[src/rtl/macro_expander_pkg.sv]
// Shared definitions for the macro-instruction expander: FSM states,
// opcode constants and the fixed expansion table.
package macro_pkg;

  typedef enum logic [1:0] {
    IDLE,
    ISSUE,
    FIN,
    ERR
  } state_t;

  localparam logic [7:0] OP_I2B = 8'h91;
  localparam logic [7:0] OP_I2H = 8'h92;
  localparam logic [7:0] OP_I2W = 8'h93;

  function automatic int unsigned uop_count(input logic [7:0] op);
    case (op)
      OP_I2B:  return 1;
      OP_I2H:  return 2;
      OP_I2W:  return 4;
      default: return 0;
    endcase
  endfunction

  // Template words minus their low byte, which is always the operand.
  function automatic logic [23:0] uop_template_hi(input logic [7:0] op,
                                                  input logic [1:0] idx);
    case ({op, idx})
      {OP_I2B, 2'd0}: return 24'h920104;
      {OP_I2H, 2'd0}: return 24'h930104;
      {OP_I2H, 2'd1}: return 24'h940204;
      {OP_I2W, 2'd0}: return 24'h950104;
      {OP_I2W, 2'd1}: return 24'h960204;
      {OP_I2W, 2'd2}: return 24'h970304;
      {OP_I2W, 2'd3}: return 24'h980404;
      default:        return 24'h000000;
    endcase
  endfunction

endpackage

[src/rtl/macro_expander_rom.sv]
// Combinational expansion table: opcode and micro-op index to
// micro-op count and template upper bits.
module macro_rom #(
  parameter int unsigned BYTE  = 8,
  parameter int unsigned OUT_W = 32,
  parameter int unsigned IDX_W = 2,
  parameter int unsigned CNT_W = 3
) (
  input  logic [BYTE-1:0]       opcode,
  input  logic [IDX_W-1:0]      index,
  output logic [CNT_W-1:0]      count,
  output logic [OUT_W-BYTE-1:0] tmpl_hi
);
  import macro_pkg::*;

  always_comb begin
    count   = CNT_W'(uop_count(8'(opcode)));
    tmpl_hi = (OUT_W-BYTE)'(uop_template_hi(8'(opcode), 2'(index)));
  end

endmodule

[src/rtl/macro_expander.sv]
// Expands one latched macro-instruction into a sequence of micro-ops,
// each handed to the instruction-memory writer with a valid/ack handshake.
module macro_expander #(
  parameter int unsigned BYTE      = 8,
  parameter int unsigned IN_W      = 16,
  parameter int unsigned OUT_W     = 32,
  parameter int unsigned ADDR_W    = 16,
  parameter int unsigned MAX_UOPS  = 4,
  parameter logic [ADDR_W-1:0] BASE_ADDR = '0
) (
  input  logic              clk,
  input  logic              reset,
  input  logic              start,
  input  logic [IN_W-1:0]   instruction_in,
  output logic              ready,
  output logic [OUT_W-1:0]  uop_out,
  output logic              uop_valid,
  input  logic              uop_ack,
  output logic [ADDR_W-1:0] addr_out,
  output logic              done,
  output logic              error
);
  import macro_pkg::*;

  localparam int unsigned IDX_W = (MAX_UOPS > 1) ? $clog2(MAX_UOPS) : 1;
  localparam int unsigned CNT_W = $clog2(MAX_UOPS + 1);

  state_t              state_q, state_d;
  logic                ready_q, ready_d;
  logic                valid_q, valid_d;
  logic [OUT_W-1:0]    uop_q, uop_d;
  logic [ADDR_W-1:0]   addr_q, addr_d;
  logic                done_q, done_d;
  logic                error_q, error_d;
  logic [IDX_W-1:0]    index_q, index_d;
  logic [CNT_W-1:0]    count_q, count_d;
  logic [BYTE-1:0]     opcode_q, opcode_d;
  logic [BYTE-1:0]     operand_q, operand_d;

  logic [BYTE-1:0]       rom_opcode;
  logic [IDX_W-1:0]      rom_index;
  logic [CNT_W-1:0]      rom_count;
  logic [OUT_W-BYTE-1:0] rom_tmpl_hi;

  // A single table port: in IDLE it decodes the incoming instruction,
  // otherwise it looks ahead to the word after the one being presented.
  always_comb begin
    if (state_q == IDLE) begin
      rom_opcode = instruction_in[IN_W-1 -: BYTE];
      rom_index  = '0;
    end else begin
      rom_opcode = opcode_q;
      rom_index  = index_q + IDX_W'(1);
    end
  end

  macro_rom #(
    .BYTE  (BYTE),
    .OUT_W (OUT_W),
    .IDX_W (IDX_W),
    .CNT_W (CNT_W)
  ) u_rom (
    .opcode  (rom_opcode),
    .index   (rom_index),
    .count   (rom_count),
    .tmpl_hi (rom_tmpl_hi)
  );

  always_ff @(posedge clk) begin
    if (!reset) begin
      state_q   <= IDLE;
      ready_q   <= 1'b1;
      valid_q   <= 1'b0;
      uop_q     <= '0;
      addr_q    <= BASE_ADDR;
      done_q    <= 1'b0;
      error_q   <= 1'b0;
      index_q   <= '0;
      count_q   <= '0;
      opcode_q  <= '0;
      operand_q <= '0;
    end else begin
      state_q   <= state_d;
      ready_q   <= ready_d;
      valid_q   <= valid_d;
      uop_q     <= uop_d;
      addr_q    <= addr_d;
      done_q    <= done_d;
      error_q   <= error_d;
      index_q   <= index_d;
      count_q   <= count_d;
      opcode_q  <= opcode_d;
      operand_q <= operand_d;
    end
  end

  always_comb begin
    state_d   = state_q;
    ready_d   = ready_q;
    valid_d   = valid_q;
    uop_d     = uop_q;
    addr_d    = addr_q;
    done_d    = 1'b0;
    error_d   = 1'b0;
    index_d   = index_q;
    count_d   = count_q;
    opcode_d  = opcode_q;
    operand_d = operand_q;

    case (state_q)
      IDLE: begin
        ready_d = 1'b1;
        if (start) begin
          opcode_d  = instruction_in[IN_W-1 -: BYTE];
          operand_d = instruction_in[BYTE-1:0];
          count_d   = rom_count;
          index_d   = '0;
          ready_d   = 1'b0;
          if (rom_count == '0) begin
            state_d = ERR;
            error_d = 1'b1;
          end else begin
            state_d = ISSUE;
            valid_d = 1'b1;
            uop_d   = {rom_tmpl_hi, instruction_in[BYTE-1:0]};
          end
        end
      end
      ISSUE: begin
        if (uop_ack) begin
          addr_d = addr_q + ADDR_W'(1);
          if (CNT_W'(index_q) < count_q - CNT_W'(1)) begin
            index_d = index_q + IDX_W'(1);
            uop_d   = {rom_tmpl_hi, operand_q};
          end else begin
            valid_d = 1'b0;
            done_d  = 1'b1;
            state_d = FIN;
          end
        end
      end
      FIN, ERR: begin
        ready_d = 1'b1;
        state_d = IDLE;
      end
      default: state_d = IDLE;
    endcase
  end

  assign ready     = ready_q;
  assign uop_out   = uop_q;
  assign uop_valid = valid_q;
  assign addr_out  = addr_q;
  assign done      = done_q;
  assign error     = error_q;

endmodule

[config.mk]
export PLATFORM = sky130hd
export DESIGN_NAME = macro_expander
export DESIGN_NICKNAME = d
export VERILOG_FILES = /design/src/rtl/macro_expander_pkg.sv /design/src/rtl/macro_expander_rom.sv /design/src/rtl/macro_expander.sv
export SDC_FILE = /design/constraint.sdc
export NUM_CORES = 1
export LEC_CHECK = 0
export BUFFER_PORTS_ARGS = -buffer_cell sky130_fd_sc_hd__clkbuf_2
export CORE_MARGIN = 5
export CORE_UTILIZATION = 56
export DETAILED_ROUTE_END_ITERATION = 10
export GPL_TIMING_DRIVEN = 0
export PLACE_DENSITY = 0.95
export SYNTH_ARGS = -nofsm -noshare
export SYNTH_HDL_FRONTEND = slang
export SYNTH_SLANG_ARGS = --single-unit
[constraint.sdc]
create_clock -name clk -period 5.2 [get_ports clk]
set_input_delay 0.52 -clock clk [delete_from_list [all_inputs] [get_ports clk]]
set_output_delay 0.52 -clock clk [all_outputs]
set_load 0.02 [all_outputs]
==> impl_metrics.ini, run 1 <==
[outcome]
status = completed

[setup_path]
setup.worst_path.start_class = flop
r2r_end = uop_out[28]
crit_path_end_kind = flop
critPathMaxFanout = 9
required_ps = 5440
r2r.worst_path.cells = 8
cp-startpoint = count_q[0]
r2r_slack_ps = 2810
r2r_start = count_q[0]
worstSetupPathType = flop to flop
critical_path.endpoint = uop_out[28]
crit_arrival_ps = 2620

[logic_synthesis]
synth_cell_types = 46
yosys_warnings = 0
ys_ff_latch = 58
avgSynthCellArea_um2 = 8.074
synth-seq-area-share_pct = 42.30
synth_area_um2 = 2745
synth-edff-count = 0
ys.flop_type = dfxtp_1
ys_async_sr_fraction_pct = 0
syn_inst = 340

[placement]
place_area_um2 = 3158
hpwl_um = 5121
place.gp.congestion = 0.8977
port_buffers = 56

[final_layout]
antenna_cells = 0
layout-drive-gt1-share_pct = 24.47
area_growth_pct = 23.20
fin_area_um2 = 3382
nets = 443
nFillCells = 382
seqCellArea_um2 = 1161
fin_util_pct = 71.13
multi_input_area_um2 = 1396

[detailed_routing]
wire_per_inst_um = 14.93
num_vias = 2722
routed_via_density = 5.533
route.detailed.drc = 0
wirelength_um = 7345
drt-initial-drc-count = 279
ant_nets = 0
drt_pass1_iterations = 5

[power_and_ir_drop]
power.density_nw_per_um2 = 326.3
power_switching_share_pct = 27.60
power_frac_comb_pct = 15.2
power.leakage_nw = 1.464
seqPwrFrac_pct = 43.6
p_int_mw = 0.7989
clock_power_share_pct = 41.1
ir_worst_vdd_uv = 216.2
p_switching_mw = 0.3046

[sta]
finalHoldViolations = 0
fin_crit_sh_pct = 45.93
worstMarginPinSlew_ps = 627.3
tns_ps = 0
final_max_slew_viol_count = 0
setup_violations = 0
hold_slack_ps = 421.2
rsz0062_at_grt = no
period_minus_slack_ps = 2388
finClkSkew_ps = 9.695
timing.fmax_mhz = 418.7
max-slew-margin-rel_pct = 57.79

[clock_tree]
clock_latency_ps = 340
cts_hold_buf = 0
htreeDepth = 3
cts.sinks = 58
cts_tree = done
cts_resized = 0
postCtsSetupBuffers = 0
cts_inserted_buffers = 9
cts_root_buf = clkbuf_8
cts.reportedPaths.clkPinSlew_ps = 70
cts_buffer_depth = 2

[grt]
grt_pass1_vias = 2524
grt_max_degree = 11
grt_pass1_wl_um = 11740
antenna_found_initial = 0
track_usage_pct = 23.85
overflow = 0

[floorplanning]
core_um2 = 4755
io_pins = 72
dieArea_um2 = 6402
die_y_um = 80.02
initial_core_util_pct = 57.74
num_rows = 25
die_x_um = 80.02

[flow_run]
max_cap_viol_count = 0

[worst_hold_path]
worstHoldPathType = input pin to flop
-- through the flow --
| stage | instances | worst slack, ps | power (mW) |
|---|---|---|---|
| 2_1_floorplan | 353 | 3156 | 0.6056 |
| 3_3_place_gp | 476 | 2915 | 0.6480 |
| 3_5_place_dp | 476 | 2845 | 0.6541 |
| 4_1_cts | 492 | 2804 | 1.107 |
| 5_1_grt | 492 | 2678 | 1.152 |
| 6_report | 492 | 2812 | 1.103 |
-- cells in the final DEF (no fill, tap or decap), types with 4 or more instances in the layout --
cell type / n
conb_1: 14
and2_1: 4
nand3_1: 10
xor2_1: 9
clkbuf_2: 56
clkbuf_8: 13
buf_4: 17
nor3_1: 4
nor2_1: 34
inv_1: 6
a21oi_1: 29
clkbuf_1: 14
nand2_1: 68
xnor2_1: 5
a311oi_1: 9
dfxtp_1: 58
and3_1: 4
o21ai_0: 13
nand4_1: 6
-- sequential cells by signal, indices dropped and copies added (netlist names) --
name	cells
count_q	3
index_q	2
addr_out	16
uop_out	15
done	1
state_q	2
uop_valid	1
ready	1
opcode_q	8
operand_q	8
error	1
-- cells in the mapped netlist (5+ instances only) --
cell type / instances / share of area [%]
nand4_1: 6 / 1.4
dfxtp_1: 58 / 42
nand3_1: 10 / 1.8
inv_1: 6 / 0.82
buf_4: 17 / 4.6
clkbuf_1: 14 / 1.9
nor2_1: 34 / 4.6
xnor2_1: 5 / 1.6
a21oi_1: 29 / 5.3
xor2_1: 9 / 2.9
a311oi_1: 9 / 2.9
nand2_1: 68 / 9.3
o21ai_0: 13 / 2.4
-- power by group through the flow --
stage	combinational [mW]	clock, mW	sequential [mW]
global placement	0.159	0	0.489
CTS	0.166	0.460	0.481
detailed placement	0.163	0	0.491
global route	0.182	0.486	0.484
finish	0.168	0.454	0.482
floorplan	0.102	0	0.503
-- cell type report --
| class | count | area share [%] |
|---|---|---|
| Tap cell | 67 | 2.479 |
| Inverter | 6 | 0.6659 |
| Multi-Input combinational cell | 252 | 41.29 |
| Buffer | 37 | 6.326 |
| Sequential cell | 58 | 34.33 |
| Clock buffer | 13 | 5.290 |
| Timing Repair Buffer | 56 | 8.287 |
| Clock inverter | 3 | 1.332 |
-- worst min-delay path by stage --
| stage | from | endpoint | slack, ps | cells past startpoint |
|---|---|---|---|---|
| final | instruction_in[13] | opcode_q[5] | 420 | 3 |
| after global routing | instruction_in[2] | operand_q[2] | 410 | 3 |
| after CTS | instruction_in[6] | operand_q[6] | 400 | 3 |
| after detailed placement | opcode_q[6] | opcode_q[6] | 450 | 2 |
| after global placement | opcode_q[6] | opcode_q[6] | 440 | 2 |
| after floorplan | opcode_q[6] | opcode_q[6] | 430 | 2 |
-- critical path: stages, from the launching register on --
cell and delay, ps:
dfxtp_1 340, inv_1 50, ha_1 290, ha_1 280
o21ai_0 70, a21oi_1 200, a211oi_4 540, nand4_1 230
o221a_2 290
-- per-layer routing --
metal,GRT usage [%],share of wire (%),vias to the layer above
li1,-,-,1290
met1,27.69,40,1259
met2,39.74,48,148
met4,12.16,3.5,0
met5,0,0,-
met3,6.772,8.1,25
-- logic make-up (layout without fill, tap and decap cells) --
family | count (synthesis) | after routing | share of synthesized area, %
other | 1 | 14 | 0.1366
AND/OR/NAND/NOR | 152 | 152 | 26.39
multiplexers | 3 | 3 | 1.094
adder cells (fa/ha/maj) | 3 | 3 | 1.368
AO/OA/AOI/OAI | 66 | 66 | 15.63
buffers and inverters | 43 | 115 | 8.614
flip-flops | 58 | 58 | 42.30
XOR/XNOR | 14 | 14 | 4.467
Note: power is estimated with default switching activity, not from simulation.
==> run 2: changes to the inputs <==
--- a/config.mk
+++ b/config.mk
@@ -7,10 +7,10 @@
 export LEC_CHECK = 0
 export BUFFER_PORTS_ARGS = -buffer_cell sky130_fd_sc_hd__clkbuf_2
 export CORE_MARGIN = 5
-export CORE_UTILIZATION = 56
+export CORE_UTILIZATION = 52
 export DETAILED_ROUTE_END_ITERATION = 10
 export GPL_TIMING_DRIVEN = 0
-export PLACE_DENSITY = 0.95
+export PLACE_DENSITY = 0.9
 export SYNTH_ARGS = -nofsm -noshare
 export SYNTH_HDL_FRONTEND = slang
 export SYNTH_SLANG_ARGS = --single-unit
==> constraint.sdc (replaced) <==
create_clock -name clk -period 2.2 [get_ports clk]
set_input_delay 0.22 -clock clk [delete_from_list [all_inputs] [get_ports clk]]
set_output_delay 0.22 -clock clk [all_outputs]
set_load 0.02 [all_outputs]
==> run 2 against run 1 <==
Net effect:
- fmax increased by 15%
- non-clock buffer count increased by 5
- critical path type unchanged
- wire length decreased by 7.8%
- sequential cell count unchanged
- clock power increased by 91%
- clock skew increased by 4.0 ps
- power increased by 120%
- sequential share of layout area about the same
- die area increased by 6.7%
- utilization decreased by 4.9 points
- sequential power increased by 140%
==> impl_metrics.ini, run 2 (same netlist as run 1, synthesis figures left out) <==
[outcome]
status = completed

[detailed_routing]
drt-initial-drc-count = 191
wirelength_um = 6771
route.detailed.drc = 0
drt_pass1_iterations = 4
num_vias = 2643
ant_nets = 0
routed_via_density = 5.297
wire_per_inst_um = 13.57

[setup_path]
critPathMostFrequentCell = ha_1
crit_arrival_ps = 2280
crit_slowest_cell = a211oi_4
r2r_slack_ps = 120
critPathBufInv = 2
r2r.worst_path.cells = 9
required_ps = 2410
setup.worst_path.start_class = flop
max_stage_delay_ps = 410
critPathTopFamily = adder cells
path_cells = inv_1 -> ha_1 -> ha_1 -> o21ai_2 -> a21oi_2 -> a211oi_4 -> buf_6 -> mux2i_1 -> nor2_1
r2r_end = uop_out[27]
crit_path_end_kind = flop
worstSetupPathType = flop to flop
critPathMaxFanout = 5
cp-startpoint = count_q[0]
r2r_start = count_q[0]

[floorplanning]
initial_core_util_pct = 53.75
num_rows = 26
dieArea_um2 = 6832
die_y_um = 82.66
core_um2 = 5107
io_pins = 72
die_x_um = 82.66

[final_layout]
mostFrequentLayoutCell = nand2_1
layout-drive-gt1-share_pct = 25.41
largest_reg_flops = 16
area_growth_pct = 23.25
seqCellArea_um2 = 1162
antenna_cells = 0
final_cell_mix = 68 x nand2_1, 57 x dfxtp_1, 56 x clkbuf_2
multi_input_area_um2 = 1404
nFillCells = 441
nets = 448

[worst_hold_path]
min_from = instruction_in[15]
holdPathStages = 3
hold_end = opcode_q[7]
worstHoldPathType = input pin to flop

[power_and_ir_drop]
power.density_nw_per_um2 = 709.7
power_frac_comb_pct = 16.7
ir_worst_vdd_uv = 378.5
power.leakage_nw = 1.470
p_int_mw = 1.712
p_switching_mw = 0.6890
clock_power_share_pct = 36.0
power_switching_share_pct = 28.70
seqPwrFrac_pct = 47.3

[clock_tree]
cts_buffer_depth = 2
cts_tree = done
htreeDepth = 3
cts.sinks = 58
clock_latency_ps = 330
cts_root_buf = clkbuf_8
cts_hold_buf = 0
cts.reportedPaths.clkPinSlew_ps = 60
cts_inserted_buffers = 9

[grt]
grt_pass1_wl_um = 11070
overflow = 0
antenna_found_initial = 0
grt_max_degree = 11
grt_pass1_vias = 2456
track_usage_pct = 21.13

[flow_run]
max_cap_viol_count = 0

[sta]
max-slew-margin-rel_pct = 64.10
finalHoldViolations = 0
timing.fmax_mhz = 481.4
setup_violations = 0
finClkSkew_ps = 13.73
final_max_slew_viol_count = 0
worstMarginPinSlew_ps = 538.4
tns_ps = 0
worst_slack_ps = 122.6
period_minus_slack_ps = 2077
fin_crit_sh_pct = 94.43

[placement]
post-place-ws_ps = -104.1
place.gp.congestion = 0.9111
port_buffers = 56
hpwl_um = 4871
[run 2: worst max-delay path by stage]
stage	to	slack (ps)	depth (start not counted)
2_1_floorplan	uop_out[28]	160	8
3_3_place_gp	uop_out[28]	-90	8
3_5_place_dp	uop_out[27]	-100	9
4_1_cts	uop_out[2]	80	9
5_1_grt	uop_out[27]	-4	9
6_report	uop_out[27]	120	9
[run 2: final cells by class]
class,count,share of cell area [%]
Inverter,6,0.6657
Timing Repair Buffer,61,9.430
Buffer,37,6.398
Clock inverter,2,0.3698
Tap cell,70,2.589
Multi-Input combinational cell,252,41.49
Sequential cell,58,34.36
Clock buffer,13,4.697
[run 2: repair_timing]
action	4_1_cts	5_1_grt
resized for setup	0	6
buffers inserted	1	3
pin swaps	1	5
gates cloned	0	1
endpoints found under the setup margin	13	14
[run 2: worst reg2reg max path, stage by stage, from the launching register on]
cell and delay (ps):
dfxtp_2 340, inv_1 50, ha_1 290, ha_1 290
o21ai_2 70, a21oi_2 100, a211oi_4 410, buf_6 180
mux2i_1 190, nor2_1 50
[run 2: per-stage QoR]
step | instances | power (mW) | hold slack, ps | instance area [um^2] | util, %
2_1_floorplan | 353 | 1.431 | 356.0 | 2794 | -
3_3_place_gp | 479 | 1.534 | 437.6 | 3162 | 61.91
3_5_place_dp | 479 | 1.545 | 447.0 | 3162 | 61.91
4_1_cts | 495 | 2.405 | 113.1 | 3341 | 65.41
5_1_grt | 499 | 2.520 | 121.1 | 3383 | 66.24
6_report | 499 | 2.401 | 125.5 | 3383 | 66.24
[run 2: per-layer routing]
layer | global-route usage [%] | vias to the layer above | routed length [um]
li1 | - | 1304 | -
met5 | 0 | - | 0
met4 | 10.29 | 0 | 142
met2 | 33.81 | 93 | 3316
met3 | 4.989 | 16 | 501
met1 | 26.64 | 1230 | 2811
[run 2: power by group through the flow]
stage / registers, mW / clock network (mW) / logic, mW
final: 1.14 / 0.866 / 0.400
after detailed placement: 1.16 / 0 / 0.387
after global routing: 1.14 / 0.939 / 0.439
after global placement: 1.16 / 0 / 0.378
after CTS: 1.14 / 0.879 / 0.391
after floorplan: 1.19 / 0 / 0.242
